## config.mk

```make
export PLATFORM = sky130hd
export DESIGN_NAME = axis_mem_tx_master
export DESIGN_NICKNAME = d
export VERILOG_FILES = /design/src/rtl/axis_mem_tx_pkg.sv /design/src/rtl/axis_mem_tx_ctrl_decode.sv /design/src/rtl/axis_mem_tx_master.sv
export SDC_FILE = /design/constraint.sdc
export NUM_CORES = 1
export LEC_CHECK = 0
export BUFFER_PORTS_ARGS = -buffer_cell sky130_fd_sc_hd__clkbuf_2
export CORE_ASPECT_RATIO = 0.7
export CORE_MARGIN = 2
export CORE_UTILIZATION = 47
export DETAILED_ROUTE_END_ITERATION = 6
export PLACE_DENSITY_LB_ADDON = 0.25
export SYNTH_ARGS = -nofsm -noshare
export SYNTH_HDL_FRONTEND = slang
export SYNTH_SLANG_ARGS = --single-unit
```

## constraint.sdc

```tcl
create_clock -name tx_mac_aclk -period 2.6 [get_ports tx_mac_aclk]
set_input_delay 0.13 -clock tx_mac_aclk [delete_from_list [all_inputs] [get_ports tx_mac_aclk]]
set_output_delay 0.13 -clock tx_mac_aclk [all_outputs]
set_load 0.03 [all_outputs]
```

## src/rtl/axis_mem_tx_pkg.sv

```systemverilog
// axis_mem_tx_pkg: control-word field positions and the sequencer state encoding.
// Latency: n/a (declarations only).
// Backpressure: n/a.
package axis_mem_tx_pkg;

  // Control word layout. Bits not listed here are reserved and ignored.
  localparam int TKEEP_LSB = 0;
  localparam int TKEEP_W   = 8;
  localparam int TLAST_BIT = 8;
  localparam int EOL_BIT   = 9;
  localparam int GAP_LSB   = 16;
  localparam int GAP_W     = 8;
  localparam int VALID_BIT = 31;

  typedef enum logic [2:0] {
    ST_IDLE,
    ST_FETCH,
    ST_GAP,
    ST_SEND,
    ST_DONE
  } state_t;

  typedef struct packed {
    logic               valid;
    logic [GAP_W-1:0]   gap;
    logic               eol;
    logic               tlast;
    logic [TKEEP_W-1:0] tkeep;
  } ctrl_t;

endpackage

```

## src/rtl/axis_mem_tx_ctrl_decode.sv

```systemverilog
// axis_mem_tx_ctrl_decode: splits a stimulus control word into its fields.
// Latency: purely combinational.
// Backpressure: none; follows the memory output directly.
module axis_mem_tx_ctrl_decode
  import axis_mem_tx_pkg::*;
(
  input  logic [31:0] ctrl_word,
  output ctrl_t       fields
);

  assign fields.tkeep = ctrl_word[TKEEP_LSB +: TKEEP_W];
  assign fields.tlast = ctrl_word[TLAST_BIT];
  assign fields.eol   = ctrl_word[EOL_BIT];
  assign fields.gap   = ctrl_word[GAP_LSB +: GAP_W];
  assign fields.valid = ctrl_word[VALID_BIT];

  // Reserved bits carry no meaning for the sequencer.
  logic unused_rsvd;
  assign unused_rsvd = ^{ctrl_word[15:10], ctrl_word[30:24]};

endmodule

```

## src/rtl/axis_mem_tx_master.sv

```systemverilog
// axis_mem_tx_master: walks stimulus memory from base_addr, one AXI-Stream beat per valid entry.
// Latency: FETCH one cycle after start, first tvalid two cycles after start plus gap; 1 beat/cycle at gap 0.
// Backpressure: beat held stable while tready low; next entry prefetched only on handshake. Loop option: AXIS_MEM_TX_LOOP_EN.
module axis_mem_tx_master
  import axis_mem_tx_pkg::*;
#(
  parameter int DATA_WIDTH = 64,
  parameter int ADDR_WIDTH = 16
) (
  input  logic                    tx_mac_aclk,
  input  logic                    reset,
  input  logic                    start,
  input  logic [ADDR_WIDTH-1:0]   base_addr,
  input  logic                    stop,
  output logic [31:0]             mem_wr_address,
  input  logic [31:0]             mem_axis_wctrl,
  input  logic [DATA_WIDTH-1:0]   mem_axis_wdata,
  output logic [DATA_WIDTH-1:0]   tx_axis_tdata,
  output logic [DATA_WIDTH/8-1:0] tx_axis_tkeep,
  output logic                    tx_axis_tlast,
  output logic                    tx_axis_tvalid,
  input  logic                    tx_axis_tready,
  output logic                    busy,
  output logic                    done,
  output logic                    err_invalid,
  output logic [15:0]             beat_cnt
);

  localparam int KEEP_W = DATA_WIDTH / 8;

  state_t                state, state_next;
  logic [ADDR_WIDTH-1:0] addr;
  logic [ADDR_WIDTH-1:0] base_q;
  logic [GAP_W-1:0]      gap_cnt;
  logic                  cur_eol;
  ctrl_t                 dec;

  logic hs;
  logic fetch;
  logic tvalid_next;
  logic load_entry;
  logic load_gap;
  logic set_err;
  logic start_acc;
  logic reload_base;
  logic loop_cont;

  axis_mem_tx_ctrl_decode u_decode (
    .ctrl_word (mem_axis_wctrl),
    .fields    (dec)
  );

`ifdef AXIS_MEM_TX_LOOP_EN
  assign loop_cont = ~stop;
`else
  logic unused_stop;
  assign unused_stop = stop;
  assign loop_cont   = 1'b0;
`endif

  assign hs             = tx_axis_tvalid & tx_axis_tready;
  assign mem_wr_address = 32'(addr);
  assign busy           = (state != ST_IDLE);
  assign done           = (state == ST_DONE);

  // State register.
  always_ff @(posedge tx_mac_aclk) begin
    if (reset) state <= ST_IDLE;
    else       state <= state_next;
  end

  // Next state and datapath strobes; FETCH and the SEND prefetch share one entry decode.
  always_comb begin
    state_next  = state;
    tvalid_next = tx_axis_tvalid;
    fetch       = 1'b0;
    load_entry  = 1'b0;
    load_gap    = 1'b0;
    set_err     = 1'b0;
    start_acc   = 1'b0;
    reload_base = 1'b0;
    case (state)
      ST_IDLE: begin
        tvalid_next = 1'b0;
        if (start) begin
          start_acc  = 1'b1;
          state_next = ST_FETCH;
        end
      end
      ST_FETCH: fetch = 1'b1;
      ST_GAP: begin
        if (gap_cnt == GAP_W'(1)) begin
          state_next  = ST_SEND;
          tvalid_next = 1'b1;
        end
      end
      ST_SEND: begin
        if (hs) begin
          if (cur_eol) begin
            tvalid_next = 1'b0;
            if (loop_cont) begin
              reload_base = 1'b1;
              state_next  = ST_FETCH;
            end else begin
              state_next = ST_DONE;
            end
          end else begin
            fetch = 1'b1;
          end
        end
      end
      ST_DONE: begin
        tvalid_next = 1'b0;
        state_next  = ST_IDLE;
      end
      default: begin
        tvalid_next = 1'b0;
        state_next  = ST_IDLE;
      end
    endcase
    if (fetch) begin
      if (!dec.valid) begin
        set_err     = 1'b1;
        tvalid_next = 1'b0;
        state_next  = ST_DONE;
      end else if (dec.gap != '0) begin
        load_entry  = 1'b1;
        load_gap    = 1'b1;
        tvalid_next = 1'b0;
        state_next  = ST_GAP;
      end else begin
        load_entry  = 1'b1;
        tvalid_next = 1'b1;
        state_next  = ST_SEND;
      end
    end
  end

  // Address walk: latch base on start, reload it on a loop, step on every fetch (wraps naturally).
  always_ff @(posedge tx_mac_aclk) begin
    if (reset) begin
      addr   <= '0;
      base_q <= '0;
    end else if (start_acc) begin
      addr   <= base_addr;
      base_q <= base_addr;
    end else if (reload_base) begin
      addr <= base_q;
    end else if (fetch) begin
      addr <= addr + 1'b1;
    end
  end

  // Beat registers; they only change on a fetch, so a stalled beat stays stable.
  always_ff @(posedge tx_mac_aclk) begin
    if (reset) begin
      tx_axis_tdata  <= '0;
      tx_axis_tkeep  <= '0;
      tx_axis_tlast  <= 1'b0;
      tx_axis_tvalid <= 1'b0;
      cur_eol        <= 1'b0;
    end else begin
      tx_axis_tvalid <= tvalid_next;
      if (load_entry) begin
        tx_axis_tdata <= mem_axis_wdata;
        tx_axis_tkeep <= KEEP_W'(dec.tkeep);
        tx_axis_tlast <= dec.tlast;
        cur_eol       <= dec.eol;
      end
    end
  end

  // Idle-gap countdown ahead of a beat.
  always_ff @(posedge tx_mac_aclk) begin
    if (reset)                 gap_cnt <= '0;
    else if (load_gap)         gap_cnt <= dec.gap;
    else if (state == ST_GAP)  gap_cnt <= gap_cnt - 1'b1;
  end

  // Run status: invalid-entry flag and saturating handshake count, both cleared by start.
  always_ff @(posedge tx_mac_aclk) begin
    if (reset) begin
      err_invalid <= 1'b0;
      beat_cnt    <= '0;
    end else if (start_acc) begin
      err_invalid <= 1'b0;
      beat_cnt    <= '0;
    end else begin
      if (set_err) err_invalid <= 1'b1;
      if (hs && beat_cnt != 16'hFFFF) beat_cnt <= beat_cnt + 16'd1;
    end
  end

endmodule

```

==> impl_metrics.prom <==
# TYPE chip_impl_metric gauge
chip_impl_metric{name="route.layer.met1.wl",unit="um"} 6762
chip_impl_metric{name="grt_first_pass_wirelength",unit="um"} 26140
chip_impl_metric{name="drt.antenna.violating_nets",unit=""} 0
chip_impl_metric{name="pwr_density_cell",unit="nW/um^2"} 706.8
chip_impl_metric{name="multi_input_comb_area",unit="um^2"} 2524
chip_impl_metric{name="later_pin_clock_latency_in_the_skew_report",unit="ns"} 0.40
chip_impl_metric{name="setup.reg_to_reg.worst_slack",unit="ns"} 0.45
chip_impl_metric{name="asyncSetResetFlopFracSynth",unit="%"} 0
chip_impl_metric{name="design.final.nets",unit=""} 1044
chip_impl_metric{name="vias",unit=""} 5791
chip_impl_metric{name="hold-path-cell-count",unit=""} 3
chip_impl_metric{name="stdcell_area",unit="um^2"} 7720
chip_impl_metric{name="finalCoreUtilization",unit="%"} 73.44
chip_impl_info{name="holdCritPathClass",value="in -> reg"} 1
chip_impl_metric{name="report.final.slew_viol_count",unit=""} 0
chip_impl_metric{name="met2WireLength",unit="um"} 7768
chip_impl_metric{name="yosysSeqAreaShare",unit="%"} 46.26
chip_impl_info{name="reg2reg_to",value="addr[15]"} 1
chip_impl_info{name="critPathCaptureType",value="flip-flop"} 1
chip_impl_metric{name="critical_path.max_fanout",unit=""} 15
chip_impl_metric{name="worst_hold_slack",unit="ns"} 0.01149
chip_impl_metric{name="grt_start_max_net_pins",unit=""} 59
chip_impl_info{name="worstSetupStartpoint",value="state[0]"} 1
chip_impl_metric{name="synth-seq-cells",unit=""} 119
chip_impl_metric{name="met3WireLength",unit="um"} 948
chip_impl_info{name="startpoint_type",value="flip-flop"} 1
chip_impl_metric{name="die_height",unit="um"} 91.58
chip_impl_metric{name="max-clock-path-buffers",unit=""} 2
chip_impl_info{name="run_status",value="finished, final reports clean"} 1
chip_impl_metric{name="drcViolationCount",unit=""} 0
chip_impl_metric{name="clock-skew-final",unit="ns"} 0.01284
chip_impl_metric{name="layout_worst_path_cycle_share",unit="%"} 82.87
chip_impl_info{name="highest_layer",value="met4"} 1
chip_impl_info{name="rr_startpoint",value="state[0]"} 1
chip_impl_metric{name="worst_ep_required_time",unit="ns"} 2.90
chip_impl_info{name="yosysMostFrequentCell",value="nand2_1"} 1
chip_impl_metric{name="timing.final.hold_violations",unit=""} 0
chip_impl_metric{name="areaGrowthSynthToFinish",unit="%"} 49.90
chip_impl_metric{name="synthesis.yosys.warnings",unit=""} 0
chip_impl_info{name="clockRootBuffer",value="clkbuf_16"} 1
chip_impl_info{name="tritoncts",value="built"} 1
chip_impl_metric{name="fillerInstances",unit=""} 747
chip_impl_metric{name="placement.setup.worst_slack",unit="ns"} 0.5420
chip_impl_metric{name="cts_inserted_buffers",unit=""} 17
chip_impl_info{name="setup_crit_path_kind",value="reg -> reg"} 1
chip_impl_metric{name="post_route_wl",unit="um"} 15930
chip_impl_metric{name="die-area",unit="um^2"} 11820
chip_impl_metric{name="setup_tns",unit="ns"} 0
chip_impl_metric{name="fp.coreArea",unit="um^2"} 10510
chip_impl_metric{name="power.ir.vdd_worst",unit="mV"} 0.5878
chip_impl_info{name="synth_top_area_cell",value="dfxtp_1"} 1
chip_impl_info{name="ys_top_cells_by_area",value="dfxtp_1 (46%), nand2_1 (12%), a21oi_1 (8.7%)"} 1
chip_impl_metric{name="die_x",unit="um"} 129.1
chip_impl_metric{name="grt_overflow_total",unit=""} 0
chip_impl_metric{name="synth.avg_cell_area",unit="um^2"} 7.972
chip_impl_metric{name="worstRegToRegCells",unit=""} 4
chip_impl_metric{name="drive_gt1_share",unit="%"} 28.13
chip_impl_metric{name="postcts_resize_cnt",unit=""} 0
chip_impl_metric{name="number_of_antenna_violations_at_the_first_check_in_global_routing",unit=""} 0
chip_impl_metric{name="max_clock_freq",unit="MHz"} 464.1
chip_impl_metric{name="routed_wire_length_per_instance",unit="um"} 14.71
chip_impl_metric{name="insertedDiodeCount",unit=""} 0
chip_impl_metric{name="syn_inst",unit=""} 646
chip_impl_metric{name="detail_route.vias_per_cell",unit=""} 5.347
chip_impl_info{name="min_delay_worst_endpoint",value="addr[4]"} 1
chip_impl_metric{name="netlist_area",unit="um^2"} 5150
chip_impl_info{name="timing.hold.worst.start",value="base_addr[4]"} 1
chip_impl_metric{name="postLayoutSetupSlackWorst",unit="ns"} 0.4453
chip_impl_metric{name="start_util",unit="%"} 48.99
chip_impl_metric{name="port_buffers",unit=""} 211
chip_impl_metric{name="tritoncts_num_sinks",unit=""} 119
chip_impl_info{name="synth_flop_cell",value="dfxtp_1"} 1
chip_impl_metric{name="synth_cell_types",unit=""} 63
chip_impl_metric{name="timing.final.setup_violations",unit=""} 0
chip_impl_metric{name="track_usage",unit="%"} 27.29
chip_impl_metric{name="placed_area",unit="um^2"} 6275
chip_impl_info{name="rsz0062_at_grt",value="false"} 1
chip_impl_metric{name="row_count",unit=""} 31
chip_impl_info{name="synth_top_cells_by_count",value="nand2_1 (171), dfxtp_1 (119), a21oi_1 (90), clkbuf_1 (36), nor2_1 (28)"} 1
chip_impl_metric{name="drt_pass1_iterations",unit=""} 5
chip_impl_metric{name="arrival",unit="ns"} 2.45
chip_impl_metric{name="io_pins",unit=""} 242
chip_impl_metric{name="p_leak",unit="nW"} 3.240
chip_impl_metric{name="relSlewSlack",unit="%"} 46.37
chip_impl_metric{name="gp_routability_congestion",unit=""} 0.8611
chip_impl_metric{name="layout.area.seq",unit="um^2"} 2382
chip_impl_metric{name="number_of_synthesized_flops_with_an_enable_pin",unit=""} 0
chip_impl_metric{name="final.min_clock_period",unit="ns"} 2.155
chip_impl_metric{name="dp_hpwl",unit="um"} 10120
chip_impl_metric{name="post-synth-top-area-fraction",unit="%"} 46.26
chip_impl_metric{name="via_count_of_the_first_global_routing_pass",unit=""} 5626
chip_impl_metric{name="dr.first_iter.drc_count",unit=""} 333
chip_impl_metric{name="clkTransAtPathRegs",unit="ns"} 0.05
chip_impl_metric{name="max_cap_viol_count",unit=""} 0
chip_impl_metric{name="cts_htree_levels",unit=""} 4
chip_impl_metric{name="worst_pin_slew",unit="ns"} 0.7971
[what timing repair did]
item,in CTS,in global routing
hold buffers,79,0
endpoints found under the hold margin,79,0
setup buffers,0,0
[power breakdown]
group / switching, mW / total [mW] / internal (mW)
clock network: 0.784 / 2.58 / 1.79
registers: 0.0940 / 2.02 / 1.93
logic: 0.534 / 0.858 / 0.324
total: 1.41 / 5.46 / 4.04
[placed cells by master, fill, tap and decap left out, drive strengths merged, types with 11 or more instances in the layout]
cell,netlist,final
nand3,12,12
buf,20,11
nor2,28,28
o21ai,13,13
dfxtp,119,119
nand2,171,171
a311oi,12,12
or3,11,11
conb,1,16
a21oi,90,90
a211oi,11,11
dlygate4sd3,0,79
clkbuf,37,232
[metrics by stage]
step	power (mW)	cells
3_5_place_dp	2.805	973
2_1_floorplan	2.559	661
4_1_cts	5.474	1083
3_3_place_gp	2.787	973
6_report	5.457	1083
5_1_grt	5.667	1083
[sequential cells by signal, indices dropped and copies added, names as in the netlist]
register        count
tx_axis_tvalid      1
err_invalid         1
tx_axis_tkeep       8
gap_cnt             8
addr               16
beat_cnt           16
state               3
tx_axis_tlast       1
cur_eol             1
tx_axis_tdata      64
[worst max-delay path, cell delays in order (launching register included)]
cell	delay, ns
dfxtp_1	0.60
and4b_1	0.27
o2111ai_1	0.37
or4_1	0.54
a311oi_1	0.27
[cells by family (layout without fill, tap and decap cells)]
kind of cell	Yosys count	after routing	share of synthesized area, %
buf+inv	67	341	6.268
flops	119	119	46.26
xor+xnor	3	3	0.5103
simple gates	283	283	25.56
fa+ha+maj	4	4	0.9719
compound gates	167	167	19.97
other cells	1	16	0.07282
mux	2	2	0.3887
[routing by layer]
layer | up-vias | global-route usage (%)
met5 | - | 0
met4 | 0 | 13.41
met3 | 44 | 7.012
met2 | 215 | 45.26
met1 | 2719 | 32.71
li1 | 2813 | -
[final cells by class]
type | count | share of cell area, %
Multi-Input combinational cell | 475 | 32.69
Clock inverter | 9 | 2.204
Clock buffer | 22 | 6.272
Sequential cell | 119 | 30.86
Tap cell | 148 | 2.399
Timing Repair Buffer | 300 | 25.09
Inverter | 10 | 0.4862
[worst max-delay path by stage]
stage | end | slack [ns] | depth (start not counted)
2_1_floorplan | addr[14] | 0.61 | 5
3_3_place_gp | addr[15] | 0.63 | 4
3_5_place_dp | addr[15] | 0.54 | 4
4_1_cts | addr[15] | 0.48 | 4
5_1_grt | addr[15] | 0.26 | 4
6_report | addr[15] | 0.45 | 4
Note: power is estimated with default switching activity, not from simulation.
